==> src/rtl/pipe_pkg.sv <==
// ============================================================================
// Module      : pipe_pkg
// Description : Shared pipeline field widths, bit positions and ALU encodings.
// Revision    : 1.0 - initial release
// ============================================================================
`default_nettype none

package pipe_pkg;

   localparam int DEF_DATA_W   = 32;
   localparam int DEF_REG_AW   = 5;
   localparam int STALL_CNT_W  = 16;

   localparam int WB_W         = 2;
   localparam int M_W          = 2;
   localparam int EX_W         = 5;

   localparam int WB_REGWRITE  = 1;
   localparam int WB_MEM2REG   = 0;
   localparam int M_READ       = 1;
   localparam int M_WRITE      = 0;
   localparam int EX_REGDST    = 0;
   localparam int EX_ALUSRC    = 1;
   localparam int EX_ALUOP_LO  = 2;
   localparam int EX_ALUOP_HI  = 4;

   typedef enum logic [2:0] {
      ALU_ADD = 3'd0,
      ALU_SUB = 3'd1,
      ALU_AND = 3'd2,
      ALU_OR  = 3'd3,
      ALU_XOR = 3'd4,
      ALU_SLT = 3'd5,
      ALU_SLL = 3'd6,
      ALU_SRL = 3'd7
   } alu_op_e;

   function automatic logic is_load(input logic [M_W-1:0] m);
      return m[M_READ];
   endfunction

endpackage

`default_nettype wire

==> src/rtl/load_use_detect.sv <==
// ============================================================================
// Module      : load_use_detect
// Description : Combinational load-use hazard detector; flush suppresses stall.
// Revision    : 1.0 - initial release
// ============================================================================
`default_nettype none

module load_use_detect
   import pipe_pkg::*;
#(
   parameter int REG_AW = DEF_REG_AW
) (
   input  logic              ex_valid,
   input  logic [M_W-1:0]    ex_m,
   input  logic [REG_AW-1:0] ex_rt,
   input  logic              id_valid,
   input  logic [REG_AW-1:0] id_rs,
   input  logic [REG_AW-1:0] id_rt,
   input  logic              flush,
   output logic              stall
);

   logic w_ex_load;
   logic w_src_match;

   // A load into $0 never produces a value worth waiting for.
   assign w_ex_load   = ex_valid & is_load(ex_m) & (ex_rt != '0);
   assign w_src_match = (ex_rt == id_rs) | (ex_rt == id_rt);
   assign stall       = w_ex_load & id_valid & w_src_match & ~flush;

endmodule

`default_nettype wire

==> src/rtl/id_ex_stage.sv <==
// ============================================================================
// Module      : id_ex_stage
// Description : ID/EX pipeline register with load-use stall and flush bubble.
//               Optional stall counter enabled by ID_EX_STALL_CNT_EN.
// Revision    : 1.0 - initial release
// ============================================================================
`default_nettype none

module id_ex_stage
   import pipe_pkg::*;
#(
   parameter int DATA_W = DEF_DATA_W,
   parameter int REG_AW = DEF_REG_AW
) (
   input  logic              clk,
   input  logic              rst,
   input  logic              id_valid,
   input  logic [REG_AW-1:0] id_rs,
   input  logic [REG_AW-1:0] id_rt,
   input  logic [REG_AW-1:0] id_rd,
   input  logic [DATA_W-1:0] id_rd1,
   input  logic [DATA_W-1:0] id_rd2,
   input  logic [DATA_W-1:0] id_imm,
   input  logic [WB_W-1:0]   id_wb,
   input  logic [M_W-1:0]    id_m,
   input  logic [EX_W-1:0]   id_ex,
   input  logic              flush,
   output logic              ex_valid,
   output logic [REG_AW-1:0] ex_rs,
   output logic [REG_AW-1:0] ex_rt,
   output logic [REG_AW-1:0] ex_rd,
   output logic [DATA_W-1:0] ex_rd1,
   output logic [DATA_W-1:0] ex_rd2,
   output logic [DATA_W-1:0] ex_imm,
   output logic [WB_W-1:0]   ex_wb,
   output logic [M_W-1:0]    ex_m,
   output logic [EX_W-1:0]   ex_ctl,
   output logic              stall,
   output logic              pc_write,
   output logic              if_id_write
`ifdef ID_EX_STALL_CNT_EN
   ,
   output logic [STALL_CNT_W-1:0] stall_cnt
`endif
);

   logic w_stall;
   logic w_bubble;

   load_use_detect #(
      .REG_AW (REG_AW)
   ) u_load_use_detect (
      .ex_valid (ex_valid),
      .ex_m     (ex_m),
      .ex_rt    (ex_rt),
      .id_valid (id_valid),
      .id_rs    (id_rs),
      .id_rt    (id_rt),
      .flush    (flush),
      .stall    (w_stall)
   );

   assign stall       = w_stall;
   assign pc_write    = ~w_stall;
   assign if_id_write = ~w_stall;

   // Flush and stall both inject a fully zeroed bubble so forwarding sees rs=rt=0.
   assign w_bubble = flush | w_stall;

   always_ff @(posedge clk) begin
      if (rst || w_bubble) begin
         ex_valid <= 1'b0;
         ex_rs    <= '0;
         ex_rt    <= '0;
         ex_rd    <= '0;
         ex_rd1   <= '0;
         ex_rd2   <= '0;
         ex_imm   <= '0;
         ex_wb    <= '0;
         ex_m     <= '0;
         ex_ctl   <= '0;
      end else begin
         ex_valid <= id_valid;
         ex_rs    <= id_rs;
         ex_rt    <= id_rt;
         ex_rd    <= id_rd;
         ex_rd1   <= id_rd1;
         ex_rd2   <= id_rd2;
         ex_imm   <= id_imm;
         ex_wb    <= id_wb;
         ex_m     <= id_m;
         ex_ctl   <= id_ex;
      end
   end

`ifdef ID_EX_STALL_CNT_EN
   logic [STALL_CNT_W-1:0] r_stall_cnt;

   always_ff @(posedge clk) begin
      if (rst) begin
         r_stall_cnt <= '0;
      end else if (w_stall && (r_stall_cnt != {STALL_CNT_W{1'b1}})) begin
         r_stall_cnt <= r_stall_cnt + 1'b1;
      end
   end

   assign stall_cnt = r_stall_cnt;
`endif

endmodule

`default_nettype wire

==> config.mk <==
export PLATFORM = sky130hd
export DESIGN_NAME = id_ex_stage
export DESIGN_NICKNAME = d
export VERILOG_FILES = /design/src/rtl/pipe_pkg.sv /design/src/rtl/load_use_detect.sv /design/src/rtl/id_ex_stage.sv
export SDC_FILE = /design/constraint.sdc
export NUM_CORES = 1
export LEC_CHECK = 0
export ABC_AREA = 1
export CORE_MARGIN = 5
export CORE_UTILIZATION = 35
export DETAILED_ROUTE_END_ITERATION = 8
export PLACE_DENSITY = 0.85
export REMOVE_ABC_BUFFERS = 1
export SETUP_SLACK_MARGIN = 0.02
export SLEW_MARGIN = 20
export SYNTH_ARGS = -nofsm -noshare
export SYNTH_HDL_FRONTEND = slang
export SYNTH_SLANG_ARGS = --single-unit
==> constraint.sdc <==
create_clock -name clk -period 2.1 [get_ports clk]
set_clock_uncertainty 0.2 [all_clocks]
set_input_delay 0.42 -clock clk [delete_from_list [all_inputs] [get_ports clk]]
set_output_delay 0.42 -clock clk [all_outputs]
set_load 0.05 [all_outputs]
==> flow_metrics.py <==
metrics = {
    "synthesis": {
        "netlist_area_mm2": 0.00366,
        "synth_top_area_share": 0.661,
        "yosysMostFrequentCell": "nor2_1",
        "netlist_top_cells_count": "nor2_1, inv_1, dfxtp_1",
        "synth_enable_flop_cells": 0,
        "ys_ff_latch": 121,
        "ys_seq_area_frac": 0.661,
        "netlist_instances": 425,
        "ys.flop_type": "dfxtp_1",
        "yosysUniqueCellTypes": 11,
        "synth.avg_cell_area_um2": 8.62,
        "ys_async_sr_fraction": 0,
        "synth_top_cell_by_area": "dfxtp_1",
        "ys_top_cells_by_area": "dfxtp_1, nor2_1, inv_1, buf_6, nand2_1",
        "synth_warnings": 0,
    },
    "power_and_ir_drop": {
        "power_density_mw_per_mm2": 909,
        "power.leakage_uw": 0.00371,
        "vdd_ir_drop_max_v": 0.000526,
        "total_power_uw": 6130,
    },
    "detailed_routing": {
        "drtAntennaViolNets": 0,
        "wl_mm": 10.8,
        "route.detailed.wl_per_inst_um": 12.9,
        "vias": 3378,
        "drtIter0Drc": 129,
        "viasPerCell": 4.03,
        "first_pass_iters": 4,
        "drc": 0,
    },
    "timing": {
        "grt_setup_unrepaired": "yes",
        "tightest_slew_ns": 0.538,
        "tns_ns": -0.700,
        "finalCritPeriodShare": 1.12,
        "whs_ns": 0.0194,
        "drv_slew": 0,
        "setup_slack_ns": -0.247,
        "max_freq_ghz": 0.426,
        "min_period_ns": 2.35,
        "setup_violations": 3,
        "hold_violations": 0,
        "slew_headroom": 0.643,
    },
    "critical_path": {
        "cp-end-kind": "primary output",
        "max_stage_delay_ns": 0.37,
        "cp.required_ns": 1.48,
        "cp_max_fo": 5,
        "cpMostUsedCell": "nand2_1",
        "critPathArrivalTime_ns": 1.73,
        "path_cells": "inv_2 > nand2_1 > nand2_1 > nor2_1 > nand3_1 > nand2_1 > nand2_2 > nor2_4 > buf_6 > buf_12",
        "critPathKind": "register to primary output",
        "crit_path_start_kind": "register",
        "cpMaxStageDelayCell": "dfxtp_2",
    },
    "global_route": {
        "gr-total-overflow": 0,
        "antenna_found_initial": 0,
        "grt_pass1_vias": 3522,
        "grtUsageTotal": 0.171,
        "grt_pass1_wl_mm": 17.0,
        "grt_max_degree": 44,
    },
    "floorplan": {
        "dieArea_mm2": 0.0126,
        "fp.dieW_um": 112,
        "num_rows": 37,
        "initial_core_util": 0.356,
        "die_h_um": 112,
        "io_pins": 248,
        "core_area_mm2": 0.0103,
    },
    "final_layout": {
        "fillCellCount": 819,
        "final_area_mm2": 0.00674,
        "multiInputGateArea_um2": 654,
        "drive_gt1_frac": 0.166,
        "insertedDiodeCount": 0,
        "area_delta_synth_final_pct": 83.9,
        "final_core_util": 0.655,
        "nNetsFinal": 814,
        "regArea_mm2": 0.00243,
    },
    "clock_network": {
        "clk_pin_slew_ns": 0.05,
        "numClockSinks": 121,
        "clock_path_buffers": 2,
        "ctsHoldBuffers": 0,
        "h-tree-depth": 4,
        "cts_root_buf": "clkbuf_8",
        "cts_buffers": 17,
        "cts_tree": "built",
        "clk_latency_ns": 0.49,
    },
    "hold_path": {
        "hold_class": "input pin to register",
    },
    "status": {
        "status": "complete, but fails checks",
        "violations": "negative setup slack",
    },
    "placed_design": {
        "place.detailed.hpwl_mm": 8.63,
        "gp_congestion": 0.961,
        "port_buffers": 247,
        "postPlaceCellArea_mm2": 0.00618,
    },
    "flow_run": {
        "maxCapViolCount": 0,
    },
}
==> path summary, 6_finish.rpt <==
| check | cells past startpoint | endpoint | start | slack [ns] |
|---|---|---|---|---|
| setup / recovery | 10 | stall | ex_rt[1] | -0.25 |
| hold / removal | 3 | ex_rs[1] | id_rs[1] | 0.02 |
| hold reg to reg | 6 | ex_rs[2] | ex_valid | 0.67 |
| setup reg to reg | 11 | ex_imm[11] | ex_rt[1] | 0.32 |
==> layer usage <==
| metal | global-route usage | up-vias | part of all wire |
|---|---|---|---|
| met2 | 0.308 | 180 | 0.51 |
| li1 | - | 1689 | - |
| met1 | 0.163 | 1489 | 0.35 |
| met3 | 0.0889 | 20 | 0.12 |
| met4 | 0.0753 | 0 | 0.019 |
| met5 | 0 | - | 0 |
==> power breakdown <==
| part | leakage [uW] | switching, uW | internal [uW] |
|---|---|---|---|
| Sequential | 0.000997 | 27.2 | 2390 |
| Clock | 0.000289 | 941 | 1890 |
| Combinational | 0.00242 | 518 | 358 |
==> flip-flops by register name (all words and copies together), names as in the netlist, 5 cells and up <==
register  cells
ex_rs         5
ex_ctl        5
ex_rt         5
ex_imm       32
ex_rd2       32
ex_rd1       32
ex_rd         5
==> critical path: cells and delay by family, from the launching register on <==
family                 cells  cell delay, ns
buffers and inverters      3            0.28
and+or+nand+nor            7            0.59
DFF                        1            0.37
==> layout by cell type, fill, tap and decap left out, drive strengths merged <==
cell	netlist	routed
buf	14	67
bufinv	0	3
clkbuf	0	24
clkdlybuf4s50	0	115
clkinv	0	4
clkinvlp	0	1
dfxtp	121	121
dlygate4sd2	0	76
dlymetal6s2s	0	2
inv	129	129
nand2	25	25
nand3	2	2
nand4	2	2
nor2	130	130
xnor2	2	2
==> layout make-up <==
| cell class | instances | area share |
|---|---|---|
| flip-flops and latches | 121 | 0.361 |
| repair buffers | 260 | 0.357 |
| clock buffers | 24 | 0.0698 |
| clock inverters | 8 | 0.0175 |
| inverters | 129 | 0.0719 |
| well taps | 136 | 0.0253 |
| multi-input cells | 161 | 0.0971 |
==> through the flow <==
stage                     instances  worst slack (ns)
final                           839            -0.247
after global routing            839            -0.339
after floorplan                 411             -1.36
after CTS                       838            -0.247
after detailed placement        805            -0.311
after global placement          805            -0.280
==> kinds of logic (layout without fill, tap and decap cells) <==
logic type | count (synthesis) | in the layout | synth area share
flip-flops | 121 | 121 | 0.661
AND/OR/NAND/NOR | 159 | 159 | 0.165
XOR/XNOR | 2 | 2 | 0.00478
buffers and inverters | 143 | 421 | 0.169
==> timing repair <==
action	CTS	global route
resized for setup	88	13
pin swaps	5	10
setup endpoints to repair	73	3
setup buffers	1	1
Power figures use the tool's default switching activity.
